[src/rtl/prog_sequencer.sv]
// rtl/prog_sequencer.sv - launch controller cycling programs 1,2,3 per req; optional watchdog under PROG_WATCHDOG_EN
module prog_sequencer #(
    parameter int PC_W       = 10,
    parameter int PC_P1      = 0,
    parameter int PC_P2      = 256,
    parameter int PC_P3      = 512,
    parameter int WDT_CYCLES = 65535
) (
    input  logic            clk,
    input  logic            reset,
    input  logic            req,
    input  logic            done,
    output logic            start,
    output logic [PC_W-1:0] start_pc,
    output logic [1:0]      prog_id,
    output logic            busy,
    output logic            ack,
    output logic            timeout_err
);

    typedef enum logic [1:0] {
        S_IDLE,
        S_LAUNCH,
        S_RUN,
        S_FIN
    } state_t;

    state_t state;
    state_t state_nxt;
    logic   req_q;
    logic   req_rise;
    logic   wdt_hit;
    logic   launching;
    logic   finishing;

    // A limit below 2 would let the watchdog fire before RUN can observe done
    if (WDT_CYCLES < 2) begin : g_wdt_cycles_too_small
        $error("WDT_CYCLES must be at least 2");
    end

    function automatic logic [PC_W-1:0] pc_sel(input logic [1:0] id);
        case (id)
            2'd1:    return PC_W'(PC_P2);
            2'd2:    return PC_W'(PC_P3);
            default: return PC_W'(PC_P1);
        endcase
    endfunction

    assign req_rise  = req & ~req_q;
    assign launching = (state_nxt == S_LAUNCH);
    assign finishing = (state == S_RUN) && (state_nxt == S_FIN);

    always_comb begin
        state_nxt = state;
        case (state)
            S_IDLE:   if (req_rise) state_nxt = S_LAUNCH;
            S_LAUNCH: state_nxt = S_RUN;
            S_RUN:    if (done || wdt_hit) state_nxt = S_FIN;
            S_FIN:    if (req_rise) state_nxt = S_LAUNCH;
            default:  state_nxt = S_IDLE;
        endcase
    end

    // Outputs are loaded from the next state so every port comes straight off a flop
    always_ff @(posedge clk) begin
        if (!reset) begin
            state    <= S_IDLE;
            req_q    <= 1'b0;
            start    <= 1'b0;
            busy     <= 1'b0;
            ack      <= 1'b0;
            prog_id  <= 2'd0;
            start_pc <= PC_W'(PC_P1);
        end else begin
            state <= state_nxt;
            req_q <= req;
            start <= launching;
            busy  <= (state_nxt == S_LAUNCH) || (state_nxt == S_RUN);
            ack   <= (state_nxt == S_FIN);
            if (launching) begin
                start_pc <= pc_sel(prog_id);
            end
            if (finishing) begin
                prog_id <= (prog_id == 2'd2) ? 2'd0 : prog_id + 2'd1;
            end
        end
    end

`ifdef PROG_WATCHDOG_EN
    localparam logic [15:0] WDT_LAST = 16'(WDT_CYCLES - 1);

    logic [15:0] wdt_cnt;

    // Hit on the RUN edge that would bring the count to WDT_CYCLES
    assign wdt_hit = (wdt_cnt == WDT_LAST);

    always_ff @(posedge clk) begin
        if (!reset) begin
            wdt_cnt     <= 16'd0;
            timeout_err <= 1'b0;
        end else begin
            if (state == S_LAUNCH) begin
                wdt_cnt <= 16'd0;
            end else if (state == S_RUN) begin
                wdt_cnt <= wdt_cnt + 16'd1;
            end
            if (launching) begin
                timeout_err <= 1'b0;
            end else if (finishing) begin
                timeout_err <= ~done;
            end
        end
    end
`else
    assign wdt_hit     = 1'b0;
    assign timeout_err = 1'b0;
`endif

endmodule

[config.mk]
export PLATFORM = sky130hd
export DESIGN_NAME = prog_sequencer
export DESIGN_NICKNAME = d
export VERILOG_FILES = /design/src/rtl/prog_sequencer.sv
export SDC_FILE = /design/constraint.sdc
export NUM_CORES = 1
export LEC_CHECK = 0
export ABC_AREA = 0
export CAP_MARGIN = 0
export CORE_AREA = 2 2 39 41
export DETAILED_ROUTE_END_ITERATION = 8
export DIE_AREA = 0 0 41 43
export HOLD_SLACK_MARGIN = 0.15
export PLACE_DENSITY = 0.76
export SLEW_MARGIN = 20
export SYNTH_ARGS = -nofsm -noshare
export SYNTH_HDL_FRONTEND = slang
export SYNTH_SLANG_ARGS = --single-unit
[constraint.sdc]
create_clock -name clk -period 1.7 [get_ports clk]
set_input_delay 0.51 -clock clk [delete_from_list [all_inputs] [get_ports clk]]
set_output_delay 0.51 -clock clk [all_outputs]
set_load 0.01 [all_outputs]
==> summary.md <==
| Metric | Value |
|---|---|
| Status | `completed` |
| Synth top area cells | `dfxtp_1, buf_4, mux2i_1` |
| Post-Syn Instances | `55` |
| Max Freq | `610 MHz` |
| Worst setup EP type | `output pin` |
| DP Worst Slack | `-0.227 ns` |
| CP max stage delay | `0.53 ns` |
| Synth warn | `0` |
| Yosys top cell area share | `0.397` |
| CP top delay family | `buffers and inverters` |
| First DRT Iteration DRCs | `11` |
| Async set-reset flop share out of synthesis | `0` |
| Vias in the first global route | `342` |
| Boundary pin count | `20` |
| # Post-CTS Setup Buffers | `0` |
| Via density | `4.47` |
| Vias | `380` |
| RSZ-0062 raised after global routing | `no` |
| VDD IR max | `745 uV` |
| HPWL after detailed placement | `608 um` |
| Worst path arrival time | `1.13 ns` |
| TritonCTS buffer count | `3` |
| CORE AREA | `1380 um^2` |
| Sum of buffers and inverters on the critical path | `1` |
| Residual DRC | `0` |
| Yosys top cell by area | `dfxtp_1` |
| Slowest cell on the critical path | `clkdlybuf4s50_1` |
| Critical Path RT | `1.19 ns` |
| Setup TNS | `0 ns` |
| Post-synthesis sequential area ratio | `0.397` |
| Drt total wl | `777 um` |
| Synth cell types | `20` |
| Max cap viols | `0` |
| Gr ovfl total | `0` |
| Number of synthesized register bits | `10` |
| GR Util met1 | `0.134` |
| CTS tree | `built` |
| Worst Setup Slack, final | `0.0598 ns` |
| Routability congestion estimate | `0.864` |
| CP startpoint kind | `flip-flop` |
| Worst hold path depth | `2` |
| Final Cell Area | `636 um^2` |
| Hold_buf cts | `0` |
| Most frequent cell after synthesis | `dfxtp_1` |
| Clk_skew | `0.00199 ns` |
| GR Util met2 | `0.163` |
| Critical path class | `flip-flop to output pin` |
| GRT busiest layer | `met2` |
| CTS sink cnt | `10` |
| Pre-antenna DRT Iters | `4` |
| P_leak | `0.301 nW` |
| Synth cell count leaders | `dfxtp_1, buf_4, nand2_1` |
| Row cnt | `14` |
| Share of layout cells above drive strength 1 | `0.145` |
| Crit path cell chain | `clkdlybuf4s50_1` |
| Post-DRT Antenna Nets | `0` |
| CTS root buf | `clkbuf_4` |
| Cell Area, Synth | `504 um^2` |
| CP Depth | `1` |
| DIE WIDTH | `41 um` |
| Count of pins over their slew limit | `0` |
| Diodes inserted | `0` |
| Full die area | `1760 um^2` |
| Layout Nets | `78` |
| Final min period | `1.64 ns` |
| Routed WL per cell | `9.14 um` |
| Number of hold violations in the final report | `0` |
| Die Span Y | `43 um` |
| CTS clk-pin slew, worst paths | `0.06 ns` |
| Initial antenna violation count | `0` |
| H-tree depth | `1` |
| Largest net degree at the start of global routing | `12` |
| P per Cell Area | `1410 nW/um^2` |
| Final clock period utilization by the worst path | `0.965` |
| CTS Buffer Depth | `2` |
| Initial Util | `0.364` |
| Crit-path max FO | `2` |
| Setup violators final | `0` |
| First-pass GRT wire length | `1330 um` |
| Met3 Track Usage GR | `0.0314` |
| Total power | `0.893 mW` |
| Hold Crit Class | `flip-flop to flip-flop` |
| Worst-skew pair later-pin latency | `0.26 ns` |
| Fin Hold WS | `0.464 ns` |
| Tot GR Track Use | `0.115` |
| Top_reg_cell synth | `dfxtp_1` |
| Synth Area per Inst | `9.17 um^2` |
| Area after DPL | `606 um^2` |
| Worst r2r path cells | `5` |
| Port buffer count | `10` |
| Synthesis-to-layout area growth | `26.1%` |
| EDFF count, synth | `0` |
==> what timing repair did <==
item                       in CTS  in global routing
pin swaps                       0                  2
setup endpoints to repair       1                  3
gates resized for setup         1                  3
==> cells by family (layout without fill, tap and decap cells) <==
kind of cell / Yosys count / count (layout) / synth area share
fa+ha+maj: 3 / 3 / 0.0744
flops: 10 / 10 / 0.397
simple gates: 22 / 22 / 0.246
buf+inv: 12 / 18 / 0.156
mux: 4 / 4 / 0.0794
other cells: 1 / 9 / 0.00744
compound gates: 3 / 3 / 0.0397
==> routing by layer <==
metal  vias up  routed length, um
met5         -                  0
met4         0                 34
met3         5                 46
met2        18                334
met1       167                360
li1        190                  -
==> worst paths after layout <==
| kind | to | slack (ns) | from |
|---|---|---|---|
| setup / recovery | start_pc[9] | 0.06 | start_pc[9]$_SDFFE_PN0N_ |
| hold / removal | start_pc[8]$_SDFFE_PN0N_ | 0.46 | start_pc[8]$_SDFFE_PN0N_ |
| setup reg to reg | prog_id[1]$_SDFFE_PN0P_ | 0.12 | state[0]$_SDFF_PN0_ |
| hold reg to reg | start_pc[8]$_SDFFE_PN0N_ | 0.46 | start_pc[8]$_SDFFE_PN0N_ |
==> placed cells by master (no fill, tap or decap) <==
cell,n
conb_1,9
dlymetal6s2s_1,1
or2_2,1
mux2i_1,4
and2_1,4
nor2_1,2
nand4b_1,1
and3_1,1
buf_4,3
nand2_1,6
nor2_2,1
dlygate4sd2_1,1
nor3b_2,1
dfxtp_1,9
dfxtp_2,1
clkdlybuf4s50_1,8
nand2b_1,1
inv_1,2
clkbuf_4,3
o21ai_0,2
ha_1,3
a311o_1,1
nand3_1,1
nor3b_1,1
nand3b_1,2
==> registers in the layout, summed over array words and instances, names as in the netlist <==
| register | count |
|---|---|
| prog_id | 2 |
| start_pc | 2 |
| state | 2 |
| ack | 1 |
| busy | 1 |
| req_q | 1 |
| start | 1 |
==> where the power goes <==
group	internal [mW]	switching, mW
combinational	0.213	0.202
sequential	0.291	0.0284
clock	0.0816	0.0763
total	0.586	0.307
==> area by class of cell <==
type | count | area [um^2]
Sequential cell | 10 | 201
Inverter | 2 | 7.51
Timing Repair Buffer | 13 | 124
Multi-Input combinational cell | 41 | 260
Tap cell | 16 | 20.0
Fill cell | 147 | 748
Clock buffer | 3 | 22.5
==> metrics by stage <==
| step | instances | util |
|---|---|---|
| after floorplan | 63 | - |
| after global placement | 82 | 0.438 |
| after detailed placement | 82 | 0.438 |
| after CTS | 85 | 0.453 |
| after global routing | 85 | 0.459 |
| final | 85 | 0.459 |
==> worst min-delay path: cells and delay by family (launching register included) <==
kind	cells	cell delay, ns
mux	1	0.05
flops	1	0.31
simple gates	1	0.05
Power figures use the tool's default switching activity.
==> RTL edit 1, RTL diff (same flow settings) <==
Change the parameter `PC_W` from 10 to 20.
--- a/src/rtl/prog_sequencer.sv
+++ b/src/rtl/prog_sequencer.sv
@@ -2,3 +2,3 @@
 module prog_sequencer #(
-    parameter int PC_W       = 10,
+    parameter int PC_W       = 20,
     parameter int PC_P1      = 0,
Interface: changed (resized start_pc); port bits go from 20 to 30. The function was not compared with the original's and may differ.
==> RTL edit 1 against the original RTL <==
- worst setup slack better by 0.0029 ns
- largest cell class unchanged
- synthesized area is 15% higher
- clock power rose by 32%
- sequential cell count unchanged
- routed wire length increased by 10%
- final area increased by 5.9%
- largest power group unchanged
- sequential share of layout area fell by 2.0 points
- power is 6.7% higher
- fmax is 0.18% higher
==> RTL edit 1: results (changes against the original RTL) <==
Reg2Reg Depth -> 5 (unchanged)
wl on met1 -> 358 um (-0.56%)
Main synth FF type -> dfxtp_1
Placer Congestion -> 0.724 (-16%)
via density per instance -> 4.25 (-4.9%)
global-route wire length before repair -> 1.26 mm (-5.2%)
Cell variety after synth -> 20 (unchanged)
nets -> 87 (+12%)
ranking of synthesized cells by area -> dfxtp_1, buf_4, mux2i_1
total power -> 0.000953 W (+6.7%)
Pre-antenna DRT Iters -> 4 (unchanged)
Hold Crit Start -> start_pc[8]
DP Wirelength -> 692 um (+14%)
largest delay contributor family on the critical path -> buffers and inverters
Max IR drop VDD -> 0.686 mV (-7.8%)
largest net degree at the start of global routing -> 12 (unchanged)
routed wl met2 -> 411 um (+23%)
status -> completed
clk buf depth -> 2 (unchanged)
async set-or-reset flop fraction in the synthesized netlist -> 0% (unchanged)
complex-gate fraction of the synthesized area -> 3.46% (-0.51 points)
Clk pwr share -> 21.9% (+4.2 points)
reg2reg setup slack -> 0.12 ns (about the same)
Layout fillers -> 152 (+3.4%)
grt met3 use -> 7.85% (+4.7 points)
Setup Fix Bufs, Post-CTS -> 0 (unchanged)
Largest regs -> prog_id x2, start_pc x2, state x2
Comb power frac -> 44.8% (-1.7 points)
WHS -> 0.456 ns (-0.00731 ns)
number of global-route vias before repair -> 288 (-16%)
Leakage -> 0.333 nW (+11%)
met2 Usage GRT -> 14.4% (-1.9 points)
Core Util, Final -> 48.6% (+2.7 points)
portion of netlist area occupied by mux cells -> 6.91% (-1.0 points)
sequential area share after synthesis -> 34.6% (-5.1 points)
clk slew on worst S/H paths -> 0.06 ns (about the same)
layout cell share with drive strength beyond 1 -> 10.1% (-4.4 points)
DP Area -> 636 um^2 (+5.0%)
critical path arrival -> 1.13 ns (about the same)
Reg-to-Reg End -> prog_id[0]
metal3 WL -> 70 um (+52%)
Placed Cells -> 91 (+11%)
First DRT Iteration DRCs -> 4 (-7)
clock skew -> 0.00160 ns (-0.000389 ns)
total wire length -> 856 um (+10%)
Post-Synthesis Cells -> 65 (+18%)
adder and majority gate portion of the synthesized area -> 6.48% (-0.96 points)
worst slack, placed -> -0.223 ns (+0.00405 ns)
worst r2r src -> state[0]
drt wl/cell -> 9.01 um (-1.4%)
hold path depth -> 2 (unchanged)
met1 Track Usage GR -> 13.2% (-0.24 points)
Tot GR Track Use -> 11.1% (-0.38 points)
slowest library cell on the worst path -> clkdlybuf4s50_1
Pint -> 0.000628 W (+7.2%)
top cells by count, synth -> buf_4, dfxtp_1, nand2_1, and2_1, mux2i_1
Hold Crit Endpoint -> start_pc[8]
-- RTL edit 1: cell count changes after synthesis --
cell   change
buf_4     +10
-- RTL edit 1: worst max path at each step --
stage	to	slack (ns)	cells after the start
global route	start_pc[8]	-0.03	5
CTS	prog_id[0]	0.004	1
floorplan	ack	0.25	5
detailed placement	start_pc[8]	-0.22	5
global placement	prog_id[1]	-0.20	5
finish	start_pc[9]	0.06	1
-- RTL edit 1: worst reg2reg max path: cells and delay by family (launching register included) --
family | cells | cell delay (ns)
compound gates | 1 | 0.39
flops | 1 | 0.35
fa+ha+maj | 1 | 0.33
mux | 1 | 0.19
simple gates | 1 | 0.18
buf+inv | 1 | 0.07
-- RTL edit 1: what timing repair did --
item	CTS	global route
endpoints found under the setup margin	1	7
hold buffers	0	0
gates resized for setup	1	2
hold endpoints to repair	0	0
-- RTL edit 1: layout make-up --
type	instances	area share (%)
multi-input cells	51	43.5
clock buffers	4	5.39
well taps	16	2.97
repair buffers	12	17.3
flip-flops and latches	10	29.7
inverters	2	1.12
==> RTL edit 2, RTL diff (same flow settings) <==
Made on the original files. Re-encode `state_t` (4 states) as Gray code, 2 bits wide.
--- a/src/rtl/prog_sequencer.sv
+++ b/src/rtl/prog_sequencer.sv
@@ -21,6 +21,6 @@
     typedef enum logic [1:0] {
-        S_IDLE,
-        S_LAUNCH,
-        S_RUN,
-        S_FIN
+        S_IDLE   = 2'b00,
+        S_LAUNCH = 2'b01,
+        S_RUN    = 2'b11,
+        S_FIN    = 2'b10
     } state_t;
Behaviour: same outputs for any inputs over 10 cycles, from zero or initial values and one cycle with reset low; not proved beyond that.
==> RTL edit 2 against the original RTL <==
- final area fell by 20%
- critical endpoint is now start_pc[8]
- synthesized area fell by 19%
- critical path depth did not move
- worst setup slack improved by 0.016 ns
- routed wire length fell by 20%
- sequential cell count fell by 1
- critical path type unchanged
Power is not compared: it rests on default switching activity, and its combinational part moved more than twofold at a synthesized area within 25%.
==> RTL edit 2: results (changes against the original RTL) <==
layout cell share with drive strength beyond 1 -> 8.77% (-5.7 points)
Post-Synthesis Cells -> 45 (-18%)
Reg2Reg Depth -> 2 (-3)
Hold Crit Endpoint -> start_pc[9]
Max IR drop VDD -> 0.314 mV
DR vias -> 293 (-23%)
worst slack, placed -> 0.0887 ns (+0.316 ns)
antenna cells -> 0 (unchanged)
slowest library cell on the worst path -> clkdlybuf4s50_1
status -> completed
DP Wirelength -> 452 um (-26%)
largest net degree at the start of global routing -> 13 (+1)
Cell variety after synth -> 17 (-15%)
Worst Setup SP -> start_pc[8]
grt met3 use -> 4.71% (+1.6 points)
Root Buffer -> clkbuf_4
Num CTS Buffers -> 3 (unchanged)
Reg-to-Reg End -> start_pc[8]
critical path arrival -> 1.11 ns (-0.02 ns)
DP Area -> 484 um^2 (-20%)
number of global-route vias before repair -> 253 (-26%)
Tot GR Track Use -> 8.88% (-2.6 points)
worst r2r src -> state[0]
via density per instance -> 4.01 (-10%)
sequential area share after synthesis -> 44.3% (+4.6 points)
Pre-antenna DRT Iters -> 2 (-2)
nets -> 62 (-21%)
global-route wire length before repair -> 1.01 mm (-24%)
CP Max Fanout -> 2 (unchanged)
First DRT Iteration DRCs -> 8 (-3)
Setup Fix Bufs, Post-CTS -> 0 (unchanged)
WHS -> 0.456 ns (-0.00747 ns)
Hold Crit Start -> start_pc[9]
Placer Congestion -> 0.707 (-18%)
clock skew -> 0.000732 ns (-0.00126 ns)
Clk Latency, worst-skew pair -> 0.25 ns
met1 Track Usage GR -> 10.1% (-3.3 points)
met2 Usage GRT -> 12.2% (-4.1 points)
htree depth -> 1 (unchanged)
drt wl/cell -> 8.51 um (-6.9%)
Largest regs -> prog_id x2, start_pc x2, state x2
ranking of synthesized cells by area -> dfxtp_1, buf_4, nand2_1
Main synth FF type -> dfxtp_1
reg2reg setup slack -> 0.75 ns (+0.63 ns)
top cells by count, synth -> buf_4, dfxtp_1, nand2_1
antenna violations before repair -> 0 (unchanged)
Leakage -> 0.209 nW
Placed Cells -> 69 (-16%)
HP Class -> reg2reg
==> RTL edit 2: cell count changes in the layout (fill, tap and decap cells not counted), sizes merged, moves of 3 or more <==
cell	delta
ha	-3
buf	-3
mux2i	-3
nor2b	+3
==> RTL edit 2: final cells by class <==
type	count	area (um^2)
sequential	9	181
multi-input combinational	34	184
clock buffer	4	26.3
tap	16	20.0
timing repair buffer	10	96.3
fill	166	876
==> RTL edit 2: worst min-delay path: cells and delay by family (launching register included) <==
family,cells,cell delay (ns)
flops,1,0.30
compound gates,1,0.06
simple gates,1,0.05
==> RTL edit 2: power groups by stage <==
stage               combinational (W)  sequential (W)  clock [W]
global placement            0.0000515        0.000231          0
finish                      0.0000503        0.000228   0.000162
CTS                         0.0000507        0.000227   0.000171
detailed placement          0.0000519        0.000232          0
global route                0.0000564        0.000229   0.000180
floorplan                   0.0000444        0.000233          0
==> RTL edit 2: repair_timing <==
item                       4_1_cts  5_1_grt
setup endpoints to repair        3        0
hold buffers                     0        0
resized for setup                4        0
==> RTL edit 2: worst max path at each step <==
stage,to,slack [ns],depth (start not counted)
6_report,start_pc[8],0.08,1
2_1_floorplan,start_pc[8],0.69,2
4_1_cts,start_pc[8],0.05,1
3_5_place_dp,start_pc[8],0.09,3
5_1_grt,start_pc[9],0.02,1
3_3_place_gp,start_pc[8],0.1,3
==> RTL edit 2: logic make-up (layout without fill, tap and decap cells) <==
logic type	after synthesis	after routing	share of synthesized area, %
multiplexers	1	1	2.46
other	1	9	0.922
flip-flops	9	9	44.3
AND/OR/NAND/NOR	19	19	28.3
buffers and inverters	10	14	17.8
AO/OA/AOI/OAI	5	5	6.15
==> RTL edit 2: metal layers <==
metal / vias to the layer above / part of all wire [%]
met5: - / 0
met4: 0 / 1.1
met3: 2 / 7.6
met2: 9 / 50
met1: 130 / 41
li1: 152 / -
